`config.mk`:
```
export PLATFORM = sky130hd
export DESIGN_NAME = cpu_player_ctrl
export DESIGN_NICKNAME = d
export VERILOG_FILES = /design/src/rtl/cpu_player_ctrl.sv
export SDC_FILE = /design/constraint.sdc
export NUM_CORES = 1
export LEC_CHECK = 0
export CAP_MARGIN = 20
export CORE_MARGIN = 2
export CORE_UTILIZATION = 54
export CTS_CLUSTER_SIZE = 25
export DETAILED_ROUTE_END_ITERATION = 12
export PLACE_DENSITY = 0.77
export SLEW_MARGIN = 20
export SYNTH_ARGS = -nofsm -noshare
export SYNTH_HDL_FRONTEND = slang
export SYNTH_SLANG_ARGS = --single-unit
```
`constraint.sdc`:
```
create_clock -name clk -period 4.7 [get_ports clk]
set_clock_uncertainty 0.2 [all_clocks]
set_input_delay 0.94 -clock clk [delete_from_list [all_inputs] [get_ports clk]]
set_output_delay 0.94 -clock clk [all_outputs]
set_load 0.05 [all_outputs]
```
`src/rtl/cpu_player_ctrl.sv`:
```
// cpu_player_ctrl: computer opponent for the left court half.
// Drives the player button vector from ball and own-player coordinates on a slow decision tick.
module cpu_player_ctrl #(
    parameter int PLAYER_W      = 41,
    parameter int FIELD_MIN_X   = 0,
    parameter int FIELD_MAX_X   = 159,
    parameter int GROUND_Y      = 178,
    parameter int DEAD_ZONE     = 4,
    parameter int JUMP_DX       = 12,
    parameter int JUMP_BALL_Y   = 120,
    parameter int DECIDE_PERIOD = 1048576,
    parameter int JUMP_HOLD     = 2097152,
    parameter int JUMP_COOLDOWN = 4194304
) (
    input  logic        clk,
    input  logic        reset_n,
    input  logic [1:0]  game_state,
    input  logic [11:0] ball_x,
    input  logic [11:0] ball_y,
    input  logic [11:0] player_x,
    input  logic [11:0] player_y,
    output logic [3:0]  btn
);
    localparam int TICK_W   = (DECIDE_PERIOD > 1) ? $clog2(DECIDE_PERIOD) : 1;
    localparam int HOLD_MAX = (JUMP_HOLD > JUMP_COOLDOWN) ? JUMP_HOLD : JUMP_COOLDOWN;
    localparam int HOLD_W   = (HOLD_MAX > 1) ? $clog2(HOLD_MAX) : 1;
    localparam logic [1:0]         GS_PLAY = 2'd2;
    localparam logic signed [12:0] DZ      = 13'(DEAD_ZONE);
    localparam logic signed [12:0] JDX     = 13'(JUMP_DX);

    typedef enum logic [1:0] {IDLE, TRACK, JUMP_PRESS, JUMP_RELEASE} state_t;

    state_t              state_q, state_d;
    logic [TICK_W-1:0]   tick_q, tick_d;
    logic [HOLD_W-1:0]   hold_q, hold_d;
    logic                right_q, right_d, left_q, left_d, jump_q, jump_d;

    logic signed [12:0]  err;
    logic [12:0]         right_edge;
    logic                playing, tick, want_right, want_left, jump_ok;

    assign playing    = (game_state == GS_PLAY);
    assign tick       = (tick_q == TICK_W'(DECIDE_PERIOD - 1));
    // Signed distance from the ball to the player's centre, both operands zero-extended.
    assign err        = $signed({1'b0, ball_x}) - $signed({1'b0, player_x} + 13'(PLAYER_W / 2));
    assign right_edge = {1'b0, player_x} + 13'(PLAYER_W - 1);

    assign want_right = (err > DZ) && (right_edge < 13'(FIELD_MAX_X));
    assign want_left  = (err < -DZ) && (player_x > 12'(FIELD_MIN_X));
    assign jump_ok    = (player_y == 12'(GROUND_Y)) && (err >= -JDX) && (err <= JDX)
                        && (ball_y >= 12'(JUMP_BALL_Y));

    always_comb begin
        // NOTE: every signal gets a default first so no path can infer a latch.
        state_d = state_q;
        tick_d  = tick_q;
        hold_d  = hold_q;
        right_d = right_q;
        left_d  = left_q;
        if (!playing) begin
            state_d = IDLE;
            tick_d  = '0;
            hold_d  = '0;
            right_d = 1'b0;
            left_d  = 1'b0;
        end else if (state_q == IDLE) begin
            state_d = TRACK;
        end else begin
            tick_d = tick ? '0 : tick_q + TICK_W'(1);
            if (tick) begin
                right_d = want_right;
                left_d  = want_left;
            end
            unique case (state_q)
                TRACK: begin
                    if (tick && jump_ok) begin
                        state_d = JUMP_PRESS;
                        hold_d  = '0;
                    end
                end
                JUMP_PRESS: begin
                    if (hold_q == HOLD_W'(JUMP_HOLD - 1)) begin
                        state_d = JUMP_RELEASE;
                        hold_d  = '0;
                    end else begin
                        hold_d = hold_q + HOLD_W'(1);
                    end
                end
                JUMP_RELEASE: begin
                    if (hold_q == HOLD_W'(JUMP_COOLDOWN - 1)) begin
                        state_d = TRACK;
                        hold_d  = '0;
                    end else begin
                        hold_d = hold_q + HOLD_W'(1);
                    end
                end
                default: ;
            endcase
        end
    end

    // Jump is registered from the next state so btn never decodes live FSM bits.
    assign jump_d = (state_d == JUMP_PRESS);

    // NOTE: reset is synchronous; it is sampled only on the clock edge like any other input.
    always_ff @(posedge clk) begin
        if (!reset_n) begin
            state_q <= IDLE;
            tick_q  <= '0;
            hold_q  <= '0;
            right_q <= 1'b0;
            left_q  <= 1'b0;
            jump_q  <= 1'b0;
        end else begin
            state_q <= state_d;
            tick_q  <= tick_d;
            hold_q  <= hold_d;
            right_q <= right_d;
            left_q  <= left_d;
            jump_q  <= jump_d;
        end
    end

    assign btn = {1'b0, left_q, jump_q, right_q};
endmodule

```
==> results.txt <==
The cell sitting at the root of the clock tree is a clkbuf_8. TritonCTS built the clock tree. The post-synthesis cell count came out at 458. The run finished with clean final reports. The mean instance size in the synthesized netlist came out at 7.61 um2. The source-to-sink clock delay at the later pin of the worst-skew pair came out at 0.30 ns. The internal portion of the total power is 745 uW. Dividing the detail-routed wire length by the instance count gives 13.5 um.

The worst setup path is captured at a flop. The power dissipated by switching net loads came out at 274 uW. The headroom to the max-slew limit came out at 29.3%.

Traced cell by cell, the critical path runs through clkdlybuf4s50_1, inv_1, ha_1, ha_1, inv_1, fa_1, nand2b_1, a21o_1, nor3b_1, o31ai_1, xnor2_1, nand4_1, o21ai_4, a311oi_1. The peak per-stage delay on the critical path came out at 0.48 ns. Routability-driven placement finished with a final weighted congestion of 0.865. The maximum number of pins on one net before global-route repair came out at 26. The placeable core region came out at 6310 um2.

The detail route stage leaves a number of antenna-violating nets equal to 0. The data arrival time of the critical path is 4.39 ns. The first-pass iteration count of the detailed router came out at 4. The floorplan has 29 rows.

The number of I/O pins is 56. The classification of the worst setup path is in2reg. The worst register-to-register path begins at hold_q[0]$_SDFFE_PN0P_. The initial antenna violation count came to 0. In this run the horizontal extent of the chip is 84.3 um. The worst hold path belongs to the class reg2reg. The yosys synthesis warning count is 0. The area added between synthesis and finish is 20.6%. The first global-routing pass estimated 13300 um of wire.

The number of clock buffers added by TritonCTS is 5. Sequential elements use 27.0% of the synthesized area. The count of input and output buffers came out at 51. Of the available clock period, the critical path in the final layout requires 94.1%. The final number of setup-violating endpoints came out at 0. The highest clock frequency the design can meet came out at 226 MHz. The clock network fraction of design power came out at 34.2%.

The total design power is 1.02 mW. The count of pins over their slew limit came out at 0. Per report_power, the combinational group accounts for 26.7% of the total. The logic depth of the worst register-to-register path came out at 9.

The startpoint identified for the worst hold timing path is hold_q[19]$_SDFFE_PN0P_. The count of distinct cell types in the synthesized netlist came out at 63. In this run, post-CTS repair resized a total of 0 instances. The total negative slack for setup checks is 0 ns. Summed over all nets, the half-perimeter wirelength after detailed placement is 5890 um. The detailed-route via count is 3410. Max-cap violations in this run came to 0. The number of placed cells counting well taps came out at 574. Cells with a size suffix above 1 make up 6.32% of the layout.

The layout net count is 583. The total leakage power came out at 1.53 nW. The number of nets produced by synthesis came out at 536. The proportion of synthesized flip-flops having asynchronous set or reset is 0%. In the synthesized netlist the dominant register cell turns out to be dfxtp_1. The kind of start point of the critical path is a primary input.

The smallest setup slack after layout is 0.276 ns. The post-cts hold buffer count came out at 0. The hold path depth came out at 1. The number of hold violations in the final report came out at 0. The largest buffer count on any clock path came out at 2. Summed over all layers, the routed wires come to 7900 um. The detailed-route DRC error count is 0. Of the total power, registers draw 39.1%.

The slack of the worst reg-to-reg path came out at 1.09 ns. The antenna cell count is 0. The count of flip-flops with a built-in enable after synthesis is 0.

Clock tree synthesis found a total of 47 sinks. The number of fill cells in the layout is 546. Setup repair after global routing left no endpoint under its margin.

The number of cells in the finished layout apart from fillers is 583. The total number of H-tree levels is 2. The final core area utilization is 66.6%. The worst flop-to-flop path endpoint is hold_q[11]$_SDFFE_PN0P_.

The destination of the worst hold path is hold_q[19]$_SDFFE_PN0P_. For the pin with the worst max-slew slack, the measured transition is 1.05 ns. The post-CTS setup-driven buffer insertion count is 0. Subtracting the final worst setup slack from the clock period gives 4.42 ns.

The largest fanout on the critical path is 13. The total routing usage reported by global routing came out at 22.1%. The via count of the first global-routing pass came out at 3119. The number of DRC markers in iteration 0 came out at 182. The largest individual stage delay along the critical path comes from the cell clkdlybuf4s50_1.

After synthesis the cells add up to 3490 um2. After synthesis the netlist holds a flip-flop and latch count of 47. The post-detailed-route via-to-cell ratio is 5.85.

The area of the die came out at 7110 um2. OpenSTA, run right after detailed placement, puts the worst setup slack at -0.178 ns. The post-CTS clock slew at the launch and capture registers of the worst setup and hold paths came out at 0.08 ns. The cell area power density is 242 nW/um2. Of the total power, the share spent switching nets is 26.9%.

The die is 84.3 um tall. The initial standard-cell utilization of the core came out at 55.2%. The total overflow left after global routing is 0. The worst path required time came out at 4.66 ns. Across the VDD grid, the largest voltage drop is 0.174 mV.
through the flow:
stage | area, um2 | hold WS (ns)
after global placement | 4050 | 0.249
final | 4200 | 0.268
after global routing | 4200 | 0.293
after CTS | 4180 | 0.271
after detailed placement | 4050 | 0.257
after floorplan | 3490 | 0.232
logic make-up (layout without fill, tap and decap cells):
| family | count (synthesis) | count (layout) | share of synthesized area (%) |
|---|---|---|---|
| AO/OA/AOI/OAI | 105 | 106 | 20.1 |
| XOR/XNOR | 26 | 26 | 6.53 |
| adder cells (fa/ha/maj) | 26 | 26 | 9.55 |
| buffers and inverters | 61 | 108 | 7.57 |
| flip-flops | 47 | 47 | 27.0 |
| multiplexers | 5 | 5 | 1.51 |
| other | 1 | 1 | 0.108 |
| AND/OR/NAND/NOR | 187 | 187 | 27.6 |
critical path: cells and delay by family:
kind            cells  cell delay, ns
fa+ha+maj           3            0.82
compound gates      4            1.20
buf+inv             3            0.59
simple gates        3            0.64
xor+xnor            1            0.21
worst max path at each step:
stage / startpoint / end / slack, ns / depth (start not counted)
finish: player_x[1] / hold_q[20]$_SDFFE_PN0P_ / 0.28 / 14
global route: player_x[1] / hold_q[14]$_SDFFE_PN0P_ / 0.006 / 14
CTS: player_x[1] / hold_q[20]$_SDFFE_PN0P_ / 0.12 / 14
detailed placement: player_x[1] / hold_q[14]$_SDFFE_PN0P_ / -0.18 / 14
global placement: player_x[1] / hold_q[4]$_SDFFE_PN0P_ / -0.11 / 14
floorplan: player_x[1] / hold_q[18]$_SDFFE_PN0P_ / 0.76 / 14
power groups by stage:
stage	Sequential [mW]	Clock [mW]	Combinational [mW]
after global placement	0.408	0	0.261
after CTS	0.399	0.352	0.270
after detailed placement	0.408	0	0.268
after global routing	0.399	0.369	0.303
final	0.399	0.348	0.272
after floorplan	0.408	0	0.176
routing by layer:
metal | vias up | track usage (%) | share of wire, %
met3 | 8 | 3.44 | 4.9
li1 | 1751 | - | -
met2 | 82 | 37.6 | 47
met1 | 1569 | 29.8 | 47
met5 | - | 0 | 0
met4 | 0 | 4.62 | 0.90
synthesized netlist by cell type (all sizes together) (10+ instances only):
cell,instances,share of area (%)
nor2,44,4.7
nor3,16,2.3
xor2,16,4.0
dfxtp,47,27
xnor2,10,2.5
a21oi,21,3.1
o21ai,29,4.5
nand3,29,4.2
nand4,14,2.5
buf,10,2.1
clkbuf,11,1.2
a31oi,10,1.8
inv,40,4.3
ha,25,9.0
nand2,39,4.2
layout by cell type, fill, tap and decap left out, types with 3 or more instances in the layout:
cell type / instances
nand3_1: 29
dfxtp_1: 47
ha_1: 25
nor3_1: 16
a31oi_1: 10
nand4_1: 14
a211oi_1: 4
mux2i_1: 3
a21o_1: 4
and4_1: 6
o21a_1: 6
or4_1: 4
xor2_1: 16
o211ai_1: 5
clkdlybuf4s50_1: 51
o31ai_1: 3
nor3b_1: 3
nand2b_1: 4
buf_4: 9
a21oi_2: 3
nand2_1: 39
nor2_1: 44
or2_2: 5
inv_1: 40
o21ai_0: 22
a311oi_1: 5
o21ai_1: 6
xnor2_1: 10
or3_1: 4
clkbuf_8: 5
a21oi_1: 18
and3_1: 6
final cells by class:
cell class / count / area [um2] / area share [%]
clock buffers: 6 / 72.6 / 1.73
clock inverters: 2 / 60.1 / 1.43
inverters: 40 / 150 / 3.57
well taps: 77 / 96.3 / 2.29
repair buffers: 60 / 578 / 13.7
multi-input cells: 351 / 2310 / 54.9
flip-flops and latches: 47 / 941 / 22.4
sequential cells by signal, indices dropped and copies added, names as in the netlist:
| name | cells |
|---|---|
| jump_q | 1 |
| right_q | 1 |
| state_q | 2 |
| left_q | 1 |
| hold_q | 22 |
| tick_q | 20 |
Power figures use the tool's default switching activity.
